--- src/rtl/mult_ctrl_pkg.sv ---
// Shared types and key decoding for the keypad-to-multiplier sequencer.
package mult_ctrl_pkg;

  typedef enum logic [2:0] {
    StEnterA = 3'd0,
    StEnterB = 3'd1,
    StStart  = 3'd2,
    StWait   = 3'd3,
    StShow   = 3'd4
  } state_t;

  localparam logic [3:0] KEY_ENTER = 4'hA;
  localparam logic [3:0] KEY_CLEAR = 4'hC;

  function automatic logic is_digit(logic [3:0] k);
    return k <= 4'd9;
  endfunction

endpackage

--- src/rtl/key_event_detect.sv ---
// Turns the level-style debounced key stream into a single-cycle key event.
module key_event_detect (
  input  logic       clk,
  input  logic       rst,
  input  logic       data_available,
  input  logic [3:0] key_code,
  output logic       key_evt,
  output logic [3:0] key_val
);

  logic avail_q;

  always_ff @(posedge clk or negedge rst) begin
    if (!rst) begin
      avail_q <= 1'b0;
    end else begin
      avail_q <= data_available;
    end
  end

  // Event fires on the first cycle of a press so the FSM acts in the same cycle.
  always_comb begin
    key_evt = data_available & ~avail_q;
    key_val = key_code;
  end

endmodule

--- src/rtl/keypad_mult_ctrl.sv ---
// Collects two decimal operands from the keypad, runs the multiplier and holds the product.
module keypad_mult_ctrl
  import mult_ctrl_pkg::*;
#(
  parameter int unsigned DIGITS  = 2,
  parameter int unsigned OP_W    = 7,
  parameter int unsigned TIMEOUT = 1024
) (
  input  logic              clk,
  input  logic              rst,
  input  logic              data_available,
  input  logic [3:0]        key_code,
  input  logic              mult_done,
  input  logic [2*OP_W-1:0] mult_result,
  output logic [OP_W-1:0]   op_a,
  output logic [OP_W-1:0]   op_b,
  output logic              mult_start,
  output logic [OP_W-1:0]   entry_val,
  output logic [2*OP_W-1:0] product_o,
  output logic              product_valid,
  output logic              error,
  output logic [2:0]        phase
);

  localparam int unsigned CntW = $clog2(DIGITS + 1);
  localparam int unsigned TmoW = $clog2(TIMEOUT + 1);
  localparam logic [CntW-1:0] DigitsMax = CntW'(DIGITS);
  localparam logic [TmoW-1:0] TmoLast   = TmoW'(TIMEOUT - 1);
  localparam logic [OP_W-1:0] Ten       = OP_W'(10);

  logic       key_evt;
  logic [3:0] key_val;

  key_event_detect u_key_event_detect (
    .clk            (clk),
    .rst            (rst),
    .data_available (data_available),
    .key_code       (key_code),
    .key_evt        (key_evt),
    .key_val        (key_val)
  );

  state_t            state_q, state_d;
  logic [OP_W-1:0]   acc_q, acc_d, op_a_q, op_a_d, op_b_q, op_b_d, acc_next;
  logic [CntW-1:0]   cnt_q, cnt_d;
  logic [TmoW-1:0]   tmo_q, tmo_d;
  logic [2*OP_W-1:0] prod_q, prod_d;
  logic              err_q, err_d;

  always_ff @(posedge clk or negedge rst) begin
    if (!rst) begin
      state_q <= StEnterA;
      acc_q   <= '0;
      cnt_q   <= '0;
      tmo_q   <= '0;
      op_a_q  <= '0;
      op_b_q  <= '0;
      prod_q  <= '0;
      err_q   <= 1'b0;
    end else begin
      state_q <= state_d;
      acc_q   <= acc_d;
      cnt_q   <= cnt_d;
      tmo_q   <= tmo_d;
      op_a_q  <= op_a_d;
      op_b_q  <= op_b_d;
      prod_q  <= prod_d;
      err_q   <= err_d;
    end
  end

  assign acc_next = acc_q * Ten + OP_W'(key_val);

  always_comb begin
    state_d = state_q;
    acc_d   = acc_q;
    cnt_d   = cnt_q;
    tmo_d   = tmo_q;
    op_a_d  = op_a_q;
    op_b_d  = op_b_q;
    prod_d  = prod_q;
    err_d   = err_q;

    if (key_evt) err_d = 1'b0;

    unique case (state_q)
      StEnterA, StEnterB: begin
        if (key_evt) begin
          if (is_digit(key_val)) begin
            // Digits past the operand width are silently dropped.
            if (cnt_q < DigitsMax) begin
              acc_d = acc_next;
              cnt_d = cnt_q + CntW'(1);
              if (state_q == StEnterA) op_a_d = acc_next;
              else                     op_b_d = acc_next;
            end
          end else if (key_val == KEY_ENTER) begin
            if (cnt_q != '0) begin
              acc_d   = '0;
              cnt_d   = '0;
              state_d = (state_q == StEnterA) ? StEnterB : StStart;
            end
          end else if (key_val == KEY_CLEAR) begin
            acc_d   = '0;
            cnt_d   = '0;
            op_a_d  = '0;
            op_b_d  = '0;
            state_d = StEnterA;
          end
        end
      end
      StStart: begin
        tmo_d   = '0;
        state_d = StWait;
      end
      StWait: begin
        // A done arriving on the timeout cycle still counts as success.
        if (mult_done) begin
          prod_d  = mult_result;
          state_d = StShow;
        end else if (tmo_q == TmoLast) begin
          err_d   = 1'b1;
          acc_d   = '0;
          cnt_d   = '0;
          op_a_d  = '0;
          op_b_d  = '0;
          prod_d  = '0;
          state_d = StEnterA;
        end else begin
          tmo_d = tmo_q + TmoW'(1);
        end
      end
      StShow: begin
        if (key_evt) begin
          if (is_digit(key_val)) begin
            acc_d   = OP_W'(key_val);
            cnt_d   = CntW'(1);
            op_a_d  = OP_W'(key_val);
            op_b_d  = '0;
            prod_d  = '0;
            state_d = StEnterA;
          end else if (key_val == KEY_CLEAR) begin
            acc_d   = '0;
            cnt_d   = '0;
            op_a_d  = '0;
            op_b_d  = '0;
            prod_d  = '0;
            state_d = StEnterA;
          end
        end
      end
      default: state_d = StEnterA;
    endcase
  end

  always_comb begin
    op_a          = op_a_q;
    op_b          = op_b_q;
    entry_val     = acc_q;
    product_o     = prod_q;
    mult_start    = (state_q == StStart);
    product_valid = (state_q == StShow);
    error         = err_q;
    phase         = state_q;
  end

endmodule

--- config.mk ---
export PLATFORM = sky130hd
export DESIGN_NAME = keypad_mult_ctrl
export DESIGN_NICKNAME = d
export VERILOG_FILES = /design/src/rtl/mult_ctrl_pkg.sv /design/src/rtl/key_event_detect.sv /design/src/rtl/keypad_mult_ctrl.sv
export SDC_FILE = /design/constraint.sdc
export NUM_CORES = 1
export LEC_CHECK = 0
export CORE_UTILIZATION = 51
export DETAILED_ROUTE_END_ITERATION = 12
export MAX_ROUTING_LAYER = met4
export PLACE_DENSITY = 0.84
export SETUP_SLACK_MARGIN = 0.05
export SLEW_MARGIN = 10
export SYNTH_ARGS = -nofsm -noshare
export SYNTH_HDL_FRONTEND = slang
export SYNTH_HIERARCHICAL = 1
export SYNTH_SLANG_ARGS = --single-unit
--- constraint.sdc ---
create_clock -name clk -period 2.59 [get_ports clk]
set_input_delay 0.518 -clock clk [delete_from_list [all_inputs] [get_ports clk]]
set_output_delay 0.518 -clock clk [all_outputs]
set_load 0.05 [all_outputs]
Word-level counts from Yosys, hierarchy flattened
Index checks and enable logic that the tools add are counted.
Widths: inputs -> output; s select.
- register bits: 53
- bits of input ports: 22
- output and inout bits: 41
- word-level logic and storage cells: 114
- add/subtract/negate cells: 3
- $mul: 1
- $lt $le $gt $ge: 2
- equal/unequal tests: 21
- multiplexer cells: 64
- bitwise gates (word level): 2
- reduce and logical (&&, ||, !) cells: 12
- operator list (cell ; number):
    $mux 7 ; 26
    $mux 14 ; 5
    $pmux 7 s3 ; 3
    $pmux 14 s2 ; 1
    $mux 3 ; 9
    $mux 11 ; 2
    $mux 2 ; 11
    $pmux 11 s2 ; 1
    $ne 3x3->1 const B ; 6
    $reduce_and 8->1 ; 2
    $pmux 3 s4 ; 1
    $add 11x1->11 const B ; 1
    $eq 11x10->1 const B ; 1
    $ne 2x2->1 const B ; 5
    $eq 4x4->1 const B ; 2
    $add 7x4->7 ; 1
    $mul 7x3->6 const B ; 1
    $reduce_and 7->1 ; 1
    $eq 3x2->1 const B ; 2
    $pmux 2 s3 ; 1
    $reduce_bool 2->1 ; 3
    $reduce_and 5->1 ; 1
    $le 4x4->1 const B ; 1
    $mux 1 ; 4
    other kinds (14) ; 14

Depth between registers and ports, before layout
Gate-level depths: netlist of run 1.
- depth in word-level cells: 7
- depth in mapped cells: 9
- mapped depth without buffers: 8

Cells and area by module
The synthesis of run 1 kept the hierarchy.
- by module, submodules not included (module ; instances ; cells an instance ; area each (sq um) ; sequential area each (sq um)):
    keypad_mult_ctrl ; 1 ; 296 ; 2902.8 ; 1301.2
    key_event_detect ; 1 ; 6 ; 68.8 ; 25.0

Worst setup path before layout of run 1
No wires, ideal clock.
- path type: reg2reg
- start point: register acc_q[1] (netlist: entry_val[1])
- end point: register op_a_q[6] (netlist: op_a[6])
- library setup time: 0.078 ns
- data arrival time: 2.364 ns
- data required time: 2.512 ns
- slack: 0.148 ns
- cell stages (with the launch flop): 9
- buffers on the path: 0
- clock period less this slack: 2.442 ns
- cells stage by stage: dfrtp_1 > ha_1 > ha_1 > fa_1 > nand3_1 > o21ai_0 > xnor2_1 > nand2_1 > o2bb2ai_1
- word-level cells in the longest chain between the ends: 7
- RTL lines (element ; RTL line ; RTL):
    from (decl) ; keypad_mult_ctrl.sv:44 ; logic [OP_W-1:0] acc_q, acc_d, op_a_q, op_a_d, op_b_q, op_b_d, acc_next;
    from (signal assigned) ; keypad_mult_ctrl.sv:53 ; acc_q <= '0;
    from (signal assigned) ; keypad_mult_ctrl.sv:62 ; acc_q <= acc_d;
    $mul 7x3->6 ; keypad_mult_ctrl.sv:72 ; assign acc_next = acc_q * Ten + OP_W'(key_val);
    $add 7x4->7 ; keypad_mult_ctrl.sv:72 ;
    $mux 7 ; keypad_mult_ctrl.sv:94 ; if (state_q == StEnterA) op_a_d = acc_next;
    $mux 7 ; keypad_mult_ctrl.sv:91 ; if (cnt_q < DigitsMax) begin
    $mux 7 ; keypad_mult_ctrl.sv:89 ; if (is_digit(key_val)) begin
    $mux 7 ; keypad_mult_ctrl.sv:88 ; if (key_evt) begin
    $pmux 7 s3 ; keypad_mult_ctrl.sv:86 ; unique case (state_q)
    to (signal assigned) ; keypad_mult_ctrl.sv:65 ; op_a_q <= op_a_d;
    to (decl) ; keypad_mult_ctrl.sv:44 ;
No other way between the ends. The select of a mux whose other input is x is not followed.
A chain may end at the register's enable or synchronous reset.

Worst setup path after layout of run 1
Ends and elaborated chain as after synthesis.

==> metrics.txt, run 1 <==
status=finished, final reports clean; area of the multi-input gates=1520 um2; average size of a mapped cell=9.84 um2; Clock transition at path regs=0.10 ns; most used cell, CP=ha_1; Req. time, crit path=2.83 ns; post-cts sizing count=0; GRT Util Overall=0.259; Core Box Area=5570 um2; DR DRC count=0; first-pass GRT wire length=12000 um; die height=78.3 um; maximum clock rate=425 MHz; commonest non-fill, non-tap cell in the layout=clkdlybuf4s50_1; CP max-delay cell=fa_1; setup slack, reg-to-reg=0.24 ns; CP startpoint kind=register; Layout area overhead=28.3%; r2r endpoint=op_a[6]; Rows=27; Root Buffer=clkbuf_8; clock insertion delay at the later pin of the skew report=0.31 ns; final hold vios=0; Final min period=2.35 ns; post-route ant nets=0; Mapped Area=2970 um2; CP max stage delay=0.55 ns; die area=6140 um2; Power Dens Cells=1040 nW/um2; Seq cells post-synth=53; skew final=0.00657 ns; share of cells above drive strength 1=0.107; Setup Buffers After CTS=0; Final setup viols=0; Clock Tree Buf Depth=2; Storage cell area=1330 um2; CP delay by family, top=adder cells; CTS H-tree lvls=2; Slew headroom=0.643; Fill cells=439; worst hold path type=in2async; Max Slew Vio Count=0; hpwl dp=5410 um; worst r2r path cells=8; initial core utilization=0.533; Post-Syn Nets=335; hold bufs inserted after CTS=0; Post-Syn Instances=302; VDD IR max=1.00 mV; type of the worst setup path=reg2reg; crit path capture type=register; routed length per instance=15.6 um; vias in the first global route=2498; crit path DAT=2.59 ns; final core utilization=0.684; commonest non-fill, non-tap cells in the layout=clkdlybuf4s50_1, dfrtp_1, nand2_1; placer congestion estimate=0.897; CP Max Fanout=5; worst slew pin tran=0.535 ns; Final nets=406; n_diodes=0; post-synthesis sequential area ratio=0.446; CTS tree=built; die width=78.3 um; IO Pins=63; top_reg_cell synth=dfrtp_1; total CTS buffers=5; Final period util=0.908; CP bufs+invs=0; initial antenna violation count=0; P_leak=1.65 nW; via-per-instance ratio=5.73; EDFF count, synth=0; number of distinct library cells after synthesis=59; DR iter-0 viols=183; synth warn=6; # clock sinks=53; largest net degree at the start of global routing=29; 1st-pass router iterations=4; Max-Cap Viols=0; crit-path cells=ha_1 -> ha_1 -> fa_1 -> nand3_1 -> o21ai_0 -> xnor2_1 -> nand2_1 -> o2bb2ai_1; Worst R2R Start=entry_val[1]; total gr overflow=0; share of flip-flops with an asynchronous set or reset=1.00; Routed WL=6950 um; RSZ-0062 raised after global routing=false; DR vias=2557; number of port buffers=62; Post-Route Setup TNS=0 ns
==> routing by layer <==
metal,vias to the layer above,wire [um],part of all wire,global-route usage
met5,-,0,0,-
met4,0,169,0.024,0.0741
met3,16,325,0.047,0.0337
met2,82,3280,0.47,0.416
met1,1226,3180,0.46,0.346
li1,1233,-,-,-
==> worst max-delay path by stage <==
stage	from	to	slack [ns]	depth (start not counted)
after CTS	entry_val[1]	op_a[6]	0.21	8
after floorplan	entry_val[1]	op_a[6]	0.15	8
after global routing	entry_val[1]	op_a[6]	0.06	8
final	entry_val[1]	op_a[6]	0.24	8
after detailed placement	key_code[1]	op_a[3]	0.12	7
after global placement	key_code[1]	op_a[3]	0.24	7
==> cell usage after synthesis, types with 4 or more instances <==
master / n / area share
dfrtp_1: 53 / 0.45
buf_4: 4 / 0.010
ha_1: 9 / 0.038
inv_1: 7 / 0.0088
o21ai_0: 28 / 0.047
xnor2_1: 11 / 0.032
a32o_1: 4 / 0.013
and2_1: 4 / 0.0084
o2bb2ai_1: 14 / 0.041
buf_2: 4 / 0.0067
nand3_1: 14 / 0.024
a21oi_1: 9 / 0.015
nand2b_1: 6 / 0.013
nand2_1: 46 / 0.058
nor2_1: 18 / 0.023
clkbuf_1: 7 / 0.0088
a22o_1: 7 / 0.021
==> logic make-up after synthesis <==
family                   after synthesis  synth area share
XOR/XNOR                              13            0.0383
adder cells (fa/ha/maj)               11            0.0514
multiplexers                           1           0.00337
flip-flops                            53             0.446
AO/OA/AOI/OAI                         83             0.207
buffers and inverters                 25            0.0438
AND/OR/NAND/NOR                      116             0.210
==> power by group <==
part | total (W) | switching [W] | internal, W
combinational | 0.00222 | 0.00138 | 0.000840
clock | 0.000468 | 0.000276 | 0.000192
sequential | 0.00126 | 0.000206 | 0.00106
==> state kept, by name (all words and copies together), names as in the netlist <==
signal	cells
product_o	14
tmo_q	11
entry_val	7
op_a	7
op_b	7
phase	3
cnt_q	2
error	1
u_key_event_detect/avail_q	1
==> per-stage QoR <==
step	hold WS [ns]	power, W	area, um2	std cells	worst slack (ns)
4_1_cts	0.196	0.00397	3810	446	0.212
6_report	0.183	0.00396	3810	446	0.239
2_1_floorplan	0.222	0.00277	2970	302	0.148
3_3_place_gp	0.463	0.00344	3720	438	0.244
5_1_grt	0.201	0.00419	3810	446	0.0646
3_5_place_dp	0.473	0.00350	3720	438	0.125
==> area by class of cell <==
cell class,instances,area share
flip-flops and latches,53,0.348
inverters,9,0.00886
multi-input cells,224,0.397
well taps,72,0.0236
repair buffers,80,0.199
clock inverters,3,0.00558
clock buffers,5,0.0180
No activity file was read; power rests on OpenSTA's default activity.
==> inputs of run 2 (changes only) <==
Settings changed: SKIP_CTS_REPAIR_TIMING set to 1.
==> results of run 2 <==
Same layout as run 1: the final DEF is identical, and so are final timing and power.
==> inputs of run 3 (changes only) <==
==> constraint.sdc (replaced) <==
create_clock -name clk -period 2.59 [get_ports clk]
set_input_delay 0.518 -clock clk [delete_from_list [all_inputs] [get_ports clk]]
set_output_delay 0.518 -clock clk [all_outputs]
set_load 0.02 [all_outputs]
==> metrics.txt, run 3 (synthesis gave the netlist of run 1 again) <==
Layout area overhead=29.6% (was 28.3%); area of the multi-input gates=1520 um2 (unchanged); clock insertion delay at the later pin of the skew report=0.30 ns (was 0.31 ns); crit-path cells=or3b_1 -> inv_2 -> clkdlybuf4s50_1 (was ha_1 -> ha_1 -> fa_1 -> nand3_1 -> o21ai_0 -> xnor2_1 -> nand2_1 -> o2bb2ai_1); sw frac=0.387 (was 0.472); die area=6140 um2 (unchanged); NetSw=0.00139 W (was 0.00187 W); IO Pins=63 (unchanged); # clock sinks=53 (unchanged); largest net degree at the start of global routing=29 (unchanged); Final setup viols=0 (unchanged); Post-Route Setup TNS=0 ns (unchanged); power share of the clock group=0.156 (was 0.118); share of cells above drive strength 1=0.106 (was 0.107); CP bufs+invs=2 (was 0); CP max stage delay=0.61 ns (was 0.55 ns); placer congestion estimate=0.906 (was 0.897); post-route ant nets=0 (unchanged); die height=78.3 um (unchanged); Clock transition at path regs=0.09 ns (was 0.10 ns); DR iter-0 viols=146 (was 183); CP max-delay cell=clkdlybuf4s50_1 (was fa_1); Power Dens Cells=932 nW/um2 (was 1040 nW/um2); Slew headroom=0.647 (was 0.643); Comb power frac=0.495 (was 0.562); area of placed instances=3740 um2 (was 3720 um2); hpwl dp=5290 um (was 5410 um); Worst R2R Start=entry_val[3] (was entry_val[1]); final non-filler cell area=3850 um2 (was 3810 um2); initial core utilization=0.533 (unchanged); first-pass GRT wire length=11400 um (was 12000 um); DR DRC count=0 (unchanged); Max-Cap Viols=0 (unchanged); n_diodes=0 (unchanged); VDD IR max=0.767 mV (was 1.00 mV); vias in the first global route=2377 (was 2498); worst hold path type=in2async (unchanged); Final nets=409 (was 406); Routed WL=6850 um (was 6950 um); CP startpoint kind=register (unchanged); CP Max Fanout=12 (was 5); worst hold slack=0.184 ns (was 0.183 ns); setup slack, reg-to-reg=0.30 ns (was 0.24 ns); Root Buffer=clkbuf_8 (unchanged); worst r2r path cells=8 (unchanged); initial antenna violation count=0 (unchanged); Final min period=2.44 ns (was 2.35 ns); crit path capture type=output port (was register); Pwr Total=0.00359 W (was 0.00396 W); Storage cell area=1330 um2 (unchanged); final hold vios=0 (unchanged); CTS tree=built (unchanged); via-per-instance ratio=5.69 (was 5.73); commonest non-fill, non-tap cell in the layout=clkdlybuf4s50_1 (unchanged); status=finished, final reports clean (unchanged); Largest register FFs=14 (unchanged); Req. time, crit path=2.07 ns (was 2.83 ns); total gr overflow=0 (unchanged); r2r endpoint=op_b[6] (was op_a[6]); Clock Tree Buf Depth=2 (unchanged); commonest non-fill, non-tap cells in the layout=clkdlybuf4s50_1, dfrtp_1, nand2_1 (unchanged); RSZ-0062 raised after global routing=false (unchanged); crit path DAT=1.92 ns (was 2.59 ns); CP delay by family, top=buffers and inverters (was adder cells); skew final=0.0140 ns (was 0.00657 ns); number of port buffers=62 (unchanged); routed length per instance=15.3 um (was 15.6 um); GRT Util Overall=0.245 (was 0.259); Max Slew Vio Count=0 (unchanged); sequential share of power=0.349 (was 0.319); CTS H-tree lvls=2 (unchanged); 1st-pass router iterations=7 (was 4); Int Power=0.00220 W (was 0.00209 W); worst slew pin tran=0.529 ns (was 0.535 ns); Fill cells=430 (was 439); die width=78.3 um (unchanged); Final period util=0.942 (was 0.908); P_leak=1.66 nW (was 1.65 nW); Core Box Area=5570 um2 (unchanged); maximum clock rate=410 MHz (was 425 MHz); type of the worst setup path=reg2out (was reg2reg); DR vias=2557 (unchanged); Rows=27 (unchanged); total CTS buffers=5 (unchanged)
[run 3: cell count changes in the layout (fill, tap and decap cells not counted)]
| cell | change |
|---|---|
| buf_12 | -1 |
| buf_4 | +2 |
| bufinv_16 | +1 |
| clkbuf_1 | +1 |
| clkdlybuf4s50_1 | +2 |
| clkinv_2 | -1 |
| clkinv_4 | +1 |
| clkinvlp_4 | -1 |
| inv_6 | -1 |
[run 3: worst max-delay path by stage]
stage                      start       endpoint  cells past startpoint
floorplan           entry_val[1]        op_a[6]                      8
global placement     key_code[2]        op_a[3]                      7
detailed placement   key_code[2]        op_a[3]                      7
CTS                     phase[1]  product_valid                      3
global route            phase[0]     mult_start                      4
finish                  phase[2]  product_valid                      3
[run 3: area by class of cell]
class	count	share of cell area
Sequential cell	53	0.344
Clock inverter	2	0.0101
Clock buffer	6	0.0188
Tap cell	72	0.0234
Inverter	9	0.00877
Multi-Input combinational cell	224	0.394
Timing Repair Buffer	83	0.201
[run 3: worst reg2reg max path, cell delays in order, from the launching register on]
cell and delay (ns):
dfrtp_1 0.46, ha_1 0.31, ha_1 0.21, fa_1 0.54
nand3_1 0.09, o21ai_0 0.19, xnor2_1 0.14, nand2_1 0.12
o2bb2ai_1 0.16
[run 3: power by group through the flow]
stage | sequential [W] | clock, W | combinational (W)
after floorplan | 0.00148 | 0 | 0.000841
after global placement | 0.00126 | 0 | 0.00173
after detailed placement | 0.00126 | 0 | 0.00177
after CTS | 0.00125 | 0.000565 | 0.00178
after global routing | 0.00128 | 0.000605 | 0.00194
final | 0.00125 | 0.000560 | 0.00178
[run 3: metal layers]
layer	track usage	vias up	wire length [um]
met2	0.389	91	3240
met5	-	-	0
met4	0.0796	0	108
li1	-	1237	-
met1	0.327	1217	3080
met3	0.0314	12	427
[run 3: through the flow]
stage / util / instances / worst slack, ns
final: 0.691 / 449 / 0.150
after global routing: 0.691 / 449 / 0.0537
after CTS: 0.691 / 449 / 0.146
after detailed placement: 0.671 / 441 / 0.124
after global placement: 0.671 / 441 / 0.190
after floorplan: - / 302 / 0.349
